===== config.mk =====
export PLATFORM = sky130hd
export DESIGN_NAME = spi_read_arbiter
export DESIGN_NICKNAME = d
export VERILOG_FILES = /design/src/rtl/spi_read_arbiter_pkg.sv /design/src/rtl/spi_read_arbiter_arb.sv /design/src/rtl/spi_read_arbiter.sv
export SDC_FILE = /design/constraint.sdc
export NUM_CORES = 1
export LEC_CHECK = 0
export BUFFER_PORTS_ARGS = -buffer_cell sky130_fd_sc_hd__buf_4
export CAP_MARGIN = 40
export CORE_MARGIN = 3
export CORE_UTILIZATION = 48
export DETAILED_ROUTE_END_ITERATION = 8
export GPL_ROUTABILITY_DRIVEN = 1
export HOLD_SLACK_MARGIN = 0.1
export PLACE_DENSITY = 0.79
export SLEW_MARGIN = 20
export SYNTH_ARGS = -nofsm -noshare
export SYNTH_HDL_FRONTEND = slang
export SYNTH_HIERARCHICAL = 1
export SYNTH_SLANG_ARGS = --single-unit

===== constraint.sdc =====
create_clock -name sclk -period 2.2 [get_ports sclk]
set_input_delay 0.44 -clock sclk [delete_from_list [all_inputs] [get_ports sclk]]
set_output_delay 0.44 -clock sclk [all_outputs]
set_load 0.02 [all_outputs]

===== src/rtl/spi_read_arbiter_pkg.sv =====
`default_nettype none
// ============================================================================
// Module      : spi_pkg
// Description : Shared state encoding and default widths for the SPI read
//               arbiter and its round-robin sub-module.
// Revision    : 1.0 - initial release
// ============================================================================
package spi_pkg;

    localparam int SPI_ADDR_W = 16;
    localparam int SPI_DATA_W = 8;

    typedef logic [1:0] state_t;

    localparam state_t ST_IDLE  = 2'd0;
    localparam state_t ST_ISSUE = 2'd1;
    localparam state_t ST_BUSY  = 2'd2;
    localparam state_t ST_DONE  = 2'd3;

    // Opcode the engine sends; kept here so requesters and engine agree.
    localparam logic [7:0] SPI_READ_COMMAND = 8'h03;

endpackage
`default_nettype wire


===== src/rtl/spi_read_arbiter_arb.sv =====
`default_nettype none
// ============================================================================
// Module      : rr_arbiter2
// Description : Two-input round-robin grant. The grant is combinational; the
//               only state is the last granted port, updated when enabled.
// Revision    : 1.0 - initial release
// ============================================================================
module rr_arbiter2 (
    input  logic       clk,
    input  logic       rst,
    input  logic [1:0] req,
    input  logic       grant_en,
    output logic       grant_valid,
    output logic       grant_idx
);

    logic r_last_grant;

    always_comb begin
        grant_valid = |req;
        if (req == 2'b11) begin
            grant_idx = ~r_last_grant;
        end else begin
            grant_idx = req[1];
        end
    end

    // Resets to port 1 so that port 0 wins the first tie.
    always_ff @(posedge clk or posedge rst) begin
        if (rst) begin
            r_last_grant <= 1'b1;
        end else if (grant_en && grant_valid) begin
            r_last_grant <= grant_idx;
        end
    end

endmodule
`default_nettype wire


===== src/rtl/spi_read_arbiter.sv =====
`default_nettype none
// ============================================================================
// Module      : spi_read_arbiter
// Description : Shares one SPI flash read engine between instruction fetch
//               (port 0) and data load (port 1), with a hang watchdog.
//               Optional one-entry read cache: define SPI_READ_CACHE_EN.
// Revision    : 1.0 - initial release
// ============================================================================
module spi_read_arbiter
    import spi_pkg::*;
#(
    parameter int ADDR_W         = SPI_ADDR_W,
    parameter int DATA_W         = SPI_DATA_W,
    parameter int TIMEOUT_CYCLES = 64
) (
    input  logic              sclk,
    input  logic              rst,
    input  logic              req0,
    input  logic [ADDR_W-1:0] addr0,
    output logic              ack0,
    input  logic              req1,
    input  logic [ADDR_W-1:0] addr1,
    output logic              ack1,
    output logic [DATA_W-1:0] rdata,
    output logic              err,
    output logic              busy,
    output logic              spi_ready,
    output logic [ADDR_W-1:0] spi_address,
    input  logic [DATA_W-1:0] spi_data,
    input  logic              spi_cs
);

    localparam int                c_WD_W     = $clog2(TIMEOUT_CYCLES + 1);
    localparam logic [c_WD_W-1:0] c_WD_LIMIT = c_WD_W'(TIMEOUT_CYCLES);

    state_t              r_state;
    state_t              w_state_next;
    logic                r_port;
    logic                r_err;
    logic [c_WD_W-1:0]   r_wd;
    logic [c_WD_W-1:0]   w_wd_inc;
    logic                w_wd_expired;
    logic                w_abort;
    logic                w_capture;
    logic                w_gnt_valid;
    logic                w_gnt_idx;
    logic                w_grant;
    logic [ADDR_W-1:0]   w_gnt_addr;
    logic                w_hit;
    logic [DATA_W-1:0]   w_hit_data;

    rr_arbiter2 u_arb (
        .clk         (sclk),
        .rst         (rst),
        .req         ({req1, req0}),
        .grant_en    (w_grant),
        .grant_valid (w_gnt_valid),
        .grant_idx   (w_gnt_idx)
    );

    assign w_grant      = (r_state == ST_IDLE) && w_gnt_valid;
    assign w_gnt_addr   = w_gnt_idx ? addr1 : addr0;
    assign w_wd_inc     = r_wd + c_WD_W'(1);
    assign w_wd_expired = (w_wd_inc == c_WD_LIMIT);
    assign w_capture    = (r_state == ST_BUSY) && spi_cs;
    // A cs edge in the same cycle as expiry wins over the abort.
    assign w_abort      = (((r_state == ST_ISSUE) && spi_cs) ||
                           ((r_state == ST_BUSY) && !spi_cs)) && w_wd_expired;

`ifdef SPI_READ_CACHE_EN
    logic              r_cache_valid;
    logic [ADDR_W-1:0] r_cache_tag;
    logic [DATA_W-1:0] r_cache_data;

    always_ff @(posedge sclk or posedge rst) begin
        if (rst) begin
            r_cache_valid <= 1'b0;
            r_cache_tag   <= '0;
            r_cache_data  <= '0;
        end else if (w_abort) begin
            r_cache_valid <= 1'b0;
        end else if (w_capture) begin
            r_cache_valid <= 1'b1;
            r_cache_tag   <= spi_address;
            r_cache_data  <= spi_data;
        end
    end

    assign w_hit      = r_cache_valid && (r_cache_tag == w_gnt_addr);
    assign w_hit_data = r_cache_data;
`else
    assign w_hit      = 1'b0;
    assign w_hit_data = '0;
`endif

    always_ff @(posedge sclk or posedge rst) begin
        if (rst) begin
            r_state <= ST_IDLE;
        end else begin
            r_state <= w_state_next;
        end
    end

    always_comb begin
        w_state_next = r_state;
        case (r_state)
            ST_IDLE: begin
                if (w_gnt_valid) begin
                    w_state_next = w_hit ? ST_DONE : ST_ISSUE;
                end
            end
            ST_ISSUE: begin
                if (!spi_cs) begin
                    w_state_next = ST_BUSY;
                end else if (w_wd_expired) begin
                    w_state_next = ST_DONE;
                end
            end
            ST_BUSY: begin
                if (spi_cs || w_wd_expired) begin
                    w_state_next = ST_DONE;
                end
            end
            ST_DONE: begin
                w_state_next = ST_IDLE;
            end
            default: begin
                w_state_next = ST_IDLE;
            end
        endcase
    end

    always_comb begin
        spi_ready = (r_state == ST_ISSUE);
        busy      = (r_state != ST_IDLE);
        ack0      = (r_state == ST_DONE) && !r_port;
        ack1      = (r_state == ST_DONE) && r_port;
        err       = (r_state == ST_DONE) && r_err;
    end

    // Datapath: address latch at grant, read capture, watchdog counter.
    always_ff @(posedge sclk or posedge rst) begin
        if (rst) begin
            spi_address <= '0;
            rdata       <= '0;
            r_port      <= 1'b0;
            r_err       <= 1'b0;
            r_wd        <= '0;
        end else begin
            if (w_state_next != r_state) begin
                r_wd <= '0;
            end else if ((r_state == ST_ISSUE) || (r_state == ST_BUSY)) begin
                r_wd <= w_wd_inc;
            end

            if (w_grant) begin
                spi_address <= w_gnt_addr;
                r_port      <= w_gnt_idx;
                r_err       <= 1'b0;
                if (w_hit) begin
                    rdata <= w_hit_data;
                end
            end

            if (w_capture) begin
                rdata <= spi_data;
            end

            if (w_abort) begin
                rdata <= '0;
                r_err <= 1'b1;
            end
        end
    end

endmodule
`default_nettype wire


# Word level (Yosys, flattened, before mapping)
# Index checks and enable logic that the tools add are counted.
totals:
  ff_bits: 36
  wordCells: 48
op_classes:
  n_addsub: 1
  n_reduce_logical: 20
  mux: 13
  eq_ne: 6
  bitwise: 1
op_table:
  columns: ["op", "count"]
  rows:
  - ["16-bit two-way mux", 1]
  - ["8-bit two-way mux", 2]
  - ["7-bit two-way mux", 2]
  - ["1-bit logical AND", 9]
  - ["2-bit two-way mux", 4]
  - ["2-bit one-hot mux with 4 select lines", 1]
  - ["2-bit nonzero test", 4]
  - ["7-bit by 1-bit adder with 7-bit output (second input constant)", 1]
  - ["7-bit == test (second input constant)", 1]
  - ["2-bit == test (second input constant)", 3]
  - ["1-bit logical OR", 3]
  - ["1-bit two-way mux", 3]
  - ["2-bit by 1-bit == test with 1-bit output (second input constant)", 1]
  - ["1-bit logical NOT", 2]
  - ["2-bit logical NOT", 1]
  - ["2-bit inequality test", 1]
  - ["2-bit OR reduction", 1]
  - ["1-bit NOT", 1]

# Depth between registers and ports, before layout
# Gate-level depths: netlist of run 1.
depth:
  ltp_word: 7
  depth_mapped: 7
  depth_no_buf: 6

# Hierarchy
# The synthesis of run 1 kept the hierarchy.
modules_own_cells:
  columns: ["module", "n_inst", "cells_per_inst", "area_per_inst_um2", "seq_area_each_um2"]
  rows:
  - ["spi_read_arbiter", 1, 184, 1830.5, 875.8]
  - ["rr_arbiter2", 1, 6, 55.1, 26.3]

# Worst setup path after synthesis of run 1
# No wires, ideal clock.
synth_timing:
  path_kind: "register -> register"
  from: "register r_state[1]"
  to: "register r_wd[0]"
  synth_period_minus_slack_ns: 1.831
  n_path_buf: 0
  stages_incl_launch_ff: 7
  t_arrival_ns: 1.685
  slack_ns: 0.369
  cell_sequence: "dfrtp_1 inv_1 ha_1 a21oi_1 o32a_1 nor3_4 nor3_1"
synth_via:
  elab_cells_between_ends: 13
synth_lines:
  columns: ["item", "line", "rtl"]
  rows:
  - ["start, declared", "spi_read_arbiter.sv:36", "state_t r_state;"]
  - ["start signal, assigned", "spi_read_arbiter.sv:100", "r_state <= w_state_next;"]
  - ["2-bit by 1-bit == test with 1-bit output (*)", null, null]
  - ["via spi_ready", "spi_read_arbiter.sv:27", "output logic spi_ready,"]
  - ["2-bit one-hot mux with 4 select lines", "spi_read_arbiter.sv:106", "case (r_state)"]
  - ["2-bit inequality test", "spi_read_arbiter.sv:150", "if (w_state_next != r_state) begin"]
  - ["7-bit two-way mux / 2-bit nonzero test (equally long branches)", null, null]
  - ["end signal, assigned", "spi_read_arbiter.sv:153", "r_wd <= w_wd_inc;"]
  - ["end, declared", "spi_read_arbiter.sv:40", "logic [c_WD_W-1:0] r_wd;"]
# Mark *: on every way through the listed nets, which the timed path passes. The rest lies on a longest branch.
# A chain may end at the register's enable or synchronous reset.

# Worst setup path in the final report of run 1
layout_timing:
  from: "register r_state[0]"
  to: "register r_wd[2]"
layout_via:
  elab_chain_len: 5
  elab_cells_between_ends: 13
layout_rtl:
  columns: ["item", "line", "rtl"]
  rows:
  - ["2-bit two-way mux", "spi_read_arbiter.sv:115", "end else if (w_wd_expired) begin"]
  - ["2-bit two-way mux", "spi_read_arbiter.sv:113", "if (!spi_cs) begin"]
  - ["2-bit one-hot mux with 4 select lines", "spi_read_arbiter.sv:106", null]
  - ["2-bit inequality test", "spi_read_arbiter.sv:150", null]
  - ["7-bit two-way mux / 2-bit nonzero test (equally long branches)", null, null]
# Parallel ways exist; a longest one is shown, timed or not.

==> impl_metrics.yaml, run 1 <==
clocking:
  cts_num_sinks: 36
  clk_pin_slew_ns: 0.07
  cts_root_buffer: "clkbuf_8"
  cts_tree: "yes"
  ctsHoldBuffers: 0
  post_cts_resized: 0
  htreeDepth: 2
  clock_latency_ns: 0.28
  post-cts-setup-buffers: 0
  cts.path.max_buffers: 2
  numCtsBuffers: 5
final_layout:
  area_growth_pct: 36.8
  final-seq-area_um2: 902
  fill_cells: 302
  drive_above_1_share_pct: 34.7
  antenna_cells: 0
  finalNetCount: 316
  fin_util_pct: 69.4
  multi_input_area_um2: 927
drt:
  wl_per_cell_um: 14.2
  first_pass_iters: 4
  ant_nets: 0
  drt_iter0_markers: 71
  vias: 1670
  via_per_inst: 5.34
  drc: 0
  totalWireLength_mm: 4.46
sta:
  fmax_mhz: 482
  rsz0062_at_grt: "no"
  tns_ns: 0
  fin_crit_sh_pct: 94.2
  fin_crit_ns: 2.07
  hold_ws_ns: 0.169
  final-setup-viol-count: 0
  slew_viol_final: 0
  finClkSkew_ns: 0.00294
  hold_violations: 0
  worst_pin_slew_ns: 0.696
  slew_headroom_pct: 53.1
power_and_ir_drop:
  p_clk_share_pct: 12.7
  p_per_area_mw_per_mm2: 1300
  p_switching_mw: 1.42
  combPwrFrac_pct: 53.5
  peakVddDrop_mv: 0.737
  swShare_pct: 42.5
  p_leak_nw: 1.23
  total_power_mw: 3.34
  p_int_mw: 1.92
  seq_power_share_pct: 33.8
logic_synthesis:
  yosys-mux-area-fraction_pct: 9.62
  yosysSeqAreaShare_pct: 47.8
  synth_compound_area_share_pct: 14.8
  async_flop_share_pct: 100
  synth_nets: 241
  ys_types: 38
  synth_top_family_by_area: "simple AND/OR/NAND/NOR gates"
  synthSimpleGateAreaFrac_pct: 17.8
  synth_xor_area_share_pct: 2.79
  synth_cells: 190
  synth_top_area_share_pct: 46.4
  synth_area_mm2: 0.00189
  synth_top_area_cell: "dfrtp_1"
  synth_edf_count: 0
  synth_commonest_cells: "dfrtp_1, a21oi_1, nor2_1"
  ys_ff_latch: 36
  synth.avg_cell_area_um2: 9.92
  yosys_most_used_dff: "dfrtp_1"
  yosysMostFrequentCell: "dfrtp_1"
  synthAdderAreaFrac_pct: 3.98
  synth_area_leaders: "dfrtp_1, mux2i_1, a21oi_1"
  ys_warn_count: 6
worst_setup_path:
  startpoint_type: "flip-flop"
  cp_max_fo: 8
  crit_arrival_ns: 2.21
  crit_required_ns: 2.34
  crit_path_end_kind: "flip-flop"
  crit_type: "flip-flop to flip-flop"
min_path:
  holdCritPathClass: "input port to async pin"
grt:
  grt_pass1_wl_mm: 6.69
  antenna_found_initial: 0
  grt_pass1_vias: 1545
  grt_usage_pct: 19.4
  overflow: 0
  grt_max_degree: 36
run_status:
  status: "finished clean"
die:
  rows: 22
  die-area_mm2: 0.00472
  io_pins: 74
  core_mm2: 0.00372
  die_w_um: 68.7
  start_util_pct: 50.7
  dieHeight_um: 68.7
place:
  port_buffers: 73
  gp_congestion: 0.909
  dpl.hpwl_mm: 3.44
run:
  max-cap-violations: 0
power by group through the flow:
stage	Combinational, mW	Clock [mW]	Sequential, mW
finish	1.79	0.425	1.13
global route	1.95	0.460	1.17
CTS	1.80	0.432	1.13
detailed placement	1.80	0	1.14
global placement	1.76	0	1.12
floorplan	0.889	0	1.37
worst max-delay path, stage by stage, from the launching register on:
cell	delay [ns]
dfrtp_1	0.46
inv_1	0.21
ha_1	0.34
nor4b_1	0.11
o41ai_2	0.68
nor3_1	0.12
cells by family (layout without fill, tap and decap cells):
kind of cell    Yosys count  count (layout)
simple gates             67              67
compound gates           42              42
flops                    36              36
mux                      18              18
buf+inv                  15              90
fa+ha+maj                 6               6
xor+xnor                  6               6
registers in the layout (all words and copies together), names as in the netlist:
register,count
spi_address,16
rdata,8
r_wd,7
r_state,2
r_err,1
r_port,1
u_arb/r_last_grant,1
routing by layer:
layer	wire, um	global-route usage, %	part of all wire, %	vias up
met5	0	0	0	-
met4	72	9.18	1.6	0
met3	516	5.02	12	7
met2	2040	32.5	46	73
met1	1830	23.2	41	774
li1	-	-	-	816
final cells by class:
class                   count  share of cell area [%]
clock buffers               6                    2.81
well taps                  48                    2.33
repair buffers             77                    22.9
multi-input cells         139                    35.9
inverters                   6                   0.873
flip-flops and latches     36                    35.0
clock inverters             1                   0.194
per-stage QoR:
step / setup slack [ns] / cells / area (um2)
6_report: 0.127 / 313 / 2580
5_1_grt: 0.0439 / 313 / 2580
4_1_cts: 0.191 / 313 / 2580
3_5_place_dp: 0.194 / 306 / 2500
3_3_place_gp: 0.304 / 306 / 2500
2_1_floorplan: 0.369 / 190 / 1890
worst paths after layout:
check,from,endpoint,slack (ns),cells past startpoint
max in group asynchronous,rst,spi_address[4]$_DFFE_PP0P_,1.45,3
hold / removal,rst,u_arb/r_last_grant$_DFFE_PP1P_,0.17,2
min in group sclk,req0,u_arb/r_last_grant$_DFFE_PP1P_,0.34,2
hold reg to reg,r_err$_DFFE_PP0P_,r_err$_DFFE_PP0P_,0.49,1
setup reg to reg,r_state[0]$_DFF_PP0_,r_wd[2]$_DFFE_PP0P_,0.13,5
setup / recovery,r_state[0]$_DFF_PP0_,r_wd[2]$_DFFE_PP0P_,0.13,5
layout by cell type (no fill, tap or decap), types with 2 or more instances in the layout:
| master | count |
|---|---|
| a21oi_1 | 27 |
| and2_1 | 3 |
| buf_4 | 76 |
| clkbuf_8 | 5 |
| dfrtp_1 | 35 |
| ha_1 | 6 |
| inv_1 | 5 |
| mux2i_1 | 17 |
| nand2_1 | 16 |
| nand2b_1 | 2 |
| nand3_1 | 10 |
| nand4_1 | 2 |
| nor2_1 | 18 |
| nor2b_1 | 3 |
| nor3_1 | 7 |
| o211a_1 | 2 |
| o21ai_0 | 3 |
| xnor2_1 | 3 |
| xor2_1 | 3 |
No activity file was read; power rests on OpenSTA's default activity.
==> inputs of run 2 (changes only) <==
--- a/config.mk
+++ b/config.mk
@@ -16,5 +16,4 @@
 export SLEW_MARGIN = 20
 export SYNTH_ARGS = -nofsm -noshare
 export SYNTH_HDL_FRONTEND = slang
-export SYNTH_HIERARCHICAL = 1
 export SYNTH_SLANG_ARGS = --single-unit
==> impl_metrics.yaml, run 2 <==
logic_synthesis:
  synth_area_leaders: "dfrtp_1, mux2i_1, nand2_1"
  synth_cells: 187
  yosysSeqAreaShare_pct: 49.3
  synth_commonest_cells: "nand2_1, dfrtp_1, mux2i_1"
  synth.avg_cell_area_um2: 9.78
  synth_top_area_cell: "dfrtp_1"
  ys_warn_count: 0
  yosysMostFrequentCell: "nand2_1"
  ys_ff_latch: 36
  synth_area_mm2: 0.00183
  ys_types: 38
  synth_edf_count: 0
  async_flop_share_pct: 100
  yosys_most_used_dff: "dfrtp_1"
  synth_nets: 237
  synth_top_area_share_pct: 47.9
run_status:
  status: "finished clean"
sta:
  tns_ns: 0
  hold_violations: 0
  worst_pin_slew_ns: 0.450
  finClkSkew_ns: 0.00421
  postLayoutSetupSlackWorst_ns: 0.221
  slew_headroom_pct: 70.0
  fmax_mhz: 505
  fin_crit_ns: 1.98
  fin_crit_sh_pct: 89.9
  final-setup-viol-count: 0
  hold_ws_ns: 0.260
  rsz0062_at_grt: "no"
  slew_viol_final: 0
final_layout:
  finalNetCount: 315
  largest_reg_flops: 16
  fin_util_pct: 74.0
  fill_cells: 290
  final_area_mm2: 0.00259
  antenna_cells: 0
  top_regs: "spi_address: 16 flops, rdata: 8 flops, r_wd: 7 flops"
  drive_above_1_share_pct: 36.5
  mostFrequentLayoutCells: "buf_4, nand2_1, dfrtp_1"
  regMostFlops: "spi_address"
  final_common_cell: "buf_4"
  area_growth_pct: 41.4
drt:
  ant_nets: 0
  totalWireLength_mm: 4.24
  drt_iter0_markers: 77
  drc: 0
  vias: 1558
  first_pass_iters: 4
  wl_per_cell_um: 13.6
  via_per_inst: 4.99
place:
  postPlaceCellArea_mm2: 0.00246
  port_buffers: 73
  gp_congestion: 0.857
  dpl.hpwl_mm: 3.27
  place_ws_ns: 0.285
power_and_ir_drop:
  swShare_pct: 39.6
  peakVddDrop_mv: 1.16
  combPwrFrac_pct: 49.5
  p_clk_share_pct: 18.4
  seq_power_share_pct: 32.1
  p_switching_mw: 1.36
  p_int_mw: 2.07
  p_leak_nw: 1.31
  p_per_area_mw_per_mm2: 1330
min_path:
  holdCritPathClass: "input port to async pin"
worst_setup_path:
  crit_type: "flip-flop to flip-flop"
  startpoint: "r_state[1]$_DFF_PP0_"
  startpoint_type: "flip-flop"
  crit_required_ns: 2.41
  cp_max_fo: 7
  timing.rr.start: "r_state[1]$_DFF_PP0_"
  crit_arrival_ns: 2.19
  reg2reg_slack_ns: 0.22
  crit_path_end_kind: "flip-flop"
clocking:
  clk_pin_slew_ns: 0.07
  cts_tree: "yes"
  clock_latency_ns: 0.28
  post_cts_resized: 0
  cts_num_sinks: 36
  cts_root_buffer: "clkbuf_8"
  htreeDepth: 2
  cts.path.max_buffers: 2
  numCtsBuffers: 5
  ctsHoldBuffers: 0
  post-cts-setup-buffers: 0
die:
  die-area_mm2: 0.00459
  rows: 21
  dieHeight_um: 67.7
  io_pins: 74
  die_w_um: 67.7
  core_mm2: 0.00349
  start_util_pct: 52.3
grt:
  grt_max_degree: 37
  grt_pass1_vias: 1460
  grt_usage_pct: 18.9
  overflow: 0
  antenna_found_initial: 0
  grt_pass1_wl_mm: 6.53
run:
  max-cap-violations: 0
==> run 2: cell count changes after synthesis, sizes merged, moves of 6 or more <==
cell	before	now
nor2	18	12
o21ai	3	19
a21oi	27	12
nand3	10	1
nand2	16	39
nor3	8	0
==> run 2: layout make-up <==
| cell class | count | area, um2 | share of cell area (%) |
|---|---|---|---|
| flip-flops and latches | 36 | 902 | 34.9 |
| clock inverters | 1 | 30.0 | 1.16 |
| inverters | 6 | 22.5 | 0.871 |
| clock buffers | 7 | 96.3 | 3.73 |
| multi-input cells | 137 | 872 | 33.7 |
| well taps | 46 | 57.6 | 2.23 |
| repair buffers | 79 | 606 | 23.4 |
==> run 2: worst paths after layout <==
check | end | depth (start not counted)
max in group asynchronous | u_arb.r_last_grant$_DFFE_PP1P_ | 3
worst max register to register | r_wd[0]$_DFFE_PP0P_ | 7
min in group sclk | u_arb.r_last_grant$_DFFE_PP1P_ | 2
worst min-delay path | rdata[7]$_DFFE_PP0P_ | 3
worst max-delay path | r_wd[0]$_DFFE_PP0P_ | 7
worst min register to register | spi_address[7]$_DFFE_PP0P_ | 2
==> run 2: per-stage QoR <==
stage / instances / power [mW]
finish: 312 / 3.43
global route: 312 / 3.67
CTS: 312 / 3.46
detailed placement: 304 / 2.82
global placement: 304 / 2.77
floorplan: 187 / 2.15
==> run 2: layer usage <==
layer / GRT usage [%] / part of all wire, % / up-vias
met2: 31.5 / 52 / 42
met4: 5.82 / 0.68 / 0
met1: 24.0 / 41 / 712
li1: - / - / 800
met3: 4.83 / 6.4 / 4
met5: 0 / 0 / -
==> run 2: cell families (layout without fill, tap and decap cells) <==
family,count (synthesis),after routing,share of synthesized area [%]
compound gates,44,44,15.3
xor+xnor,7,7,3.35
fa+ha+maj,5,5,3.42
buf+inv,14,93,3.42
flops,36,36,49.3
mux,18,18,9.85
simple gates,63,63,15.3
==> run 2: critical path: stages (launching register included) <==
cell      delay, ns
dfrtp_1        0.45
inv_1          0.15
ha_1           0.30
inv_1          0.09
a22o_1         0.25
a221oi_2       0.29
o221ai_2       0.21
nor2_1         0.16
==> run 2: power by group through the flow <==
stage,Clock (mW),Combinational (mW),Sequential (mW)
3_3_place_gp,0,1.67,1.10
6_report,0.630,1.70,1.10
2_1_floorplan,0,0.790,1.36
5_1_grt,0.671,1.86,1.14
3_5_place_dp,0,1.71,1.12
4_1_cts,0.640,1.72,1.10
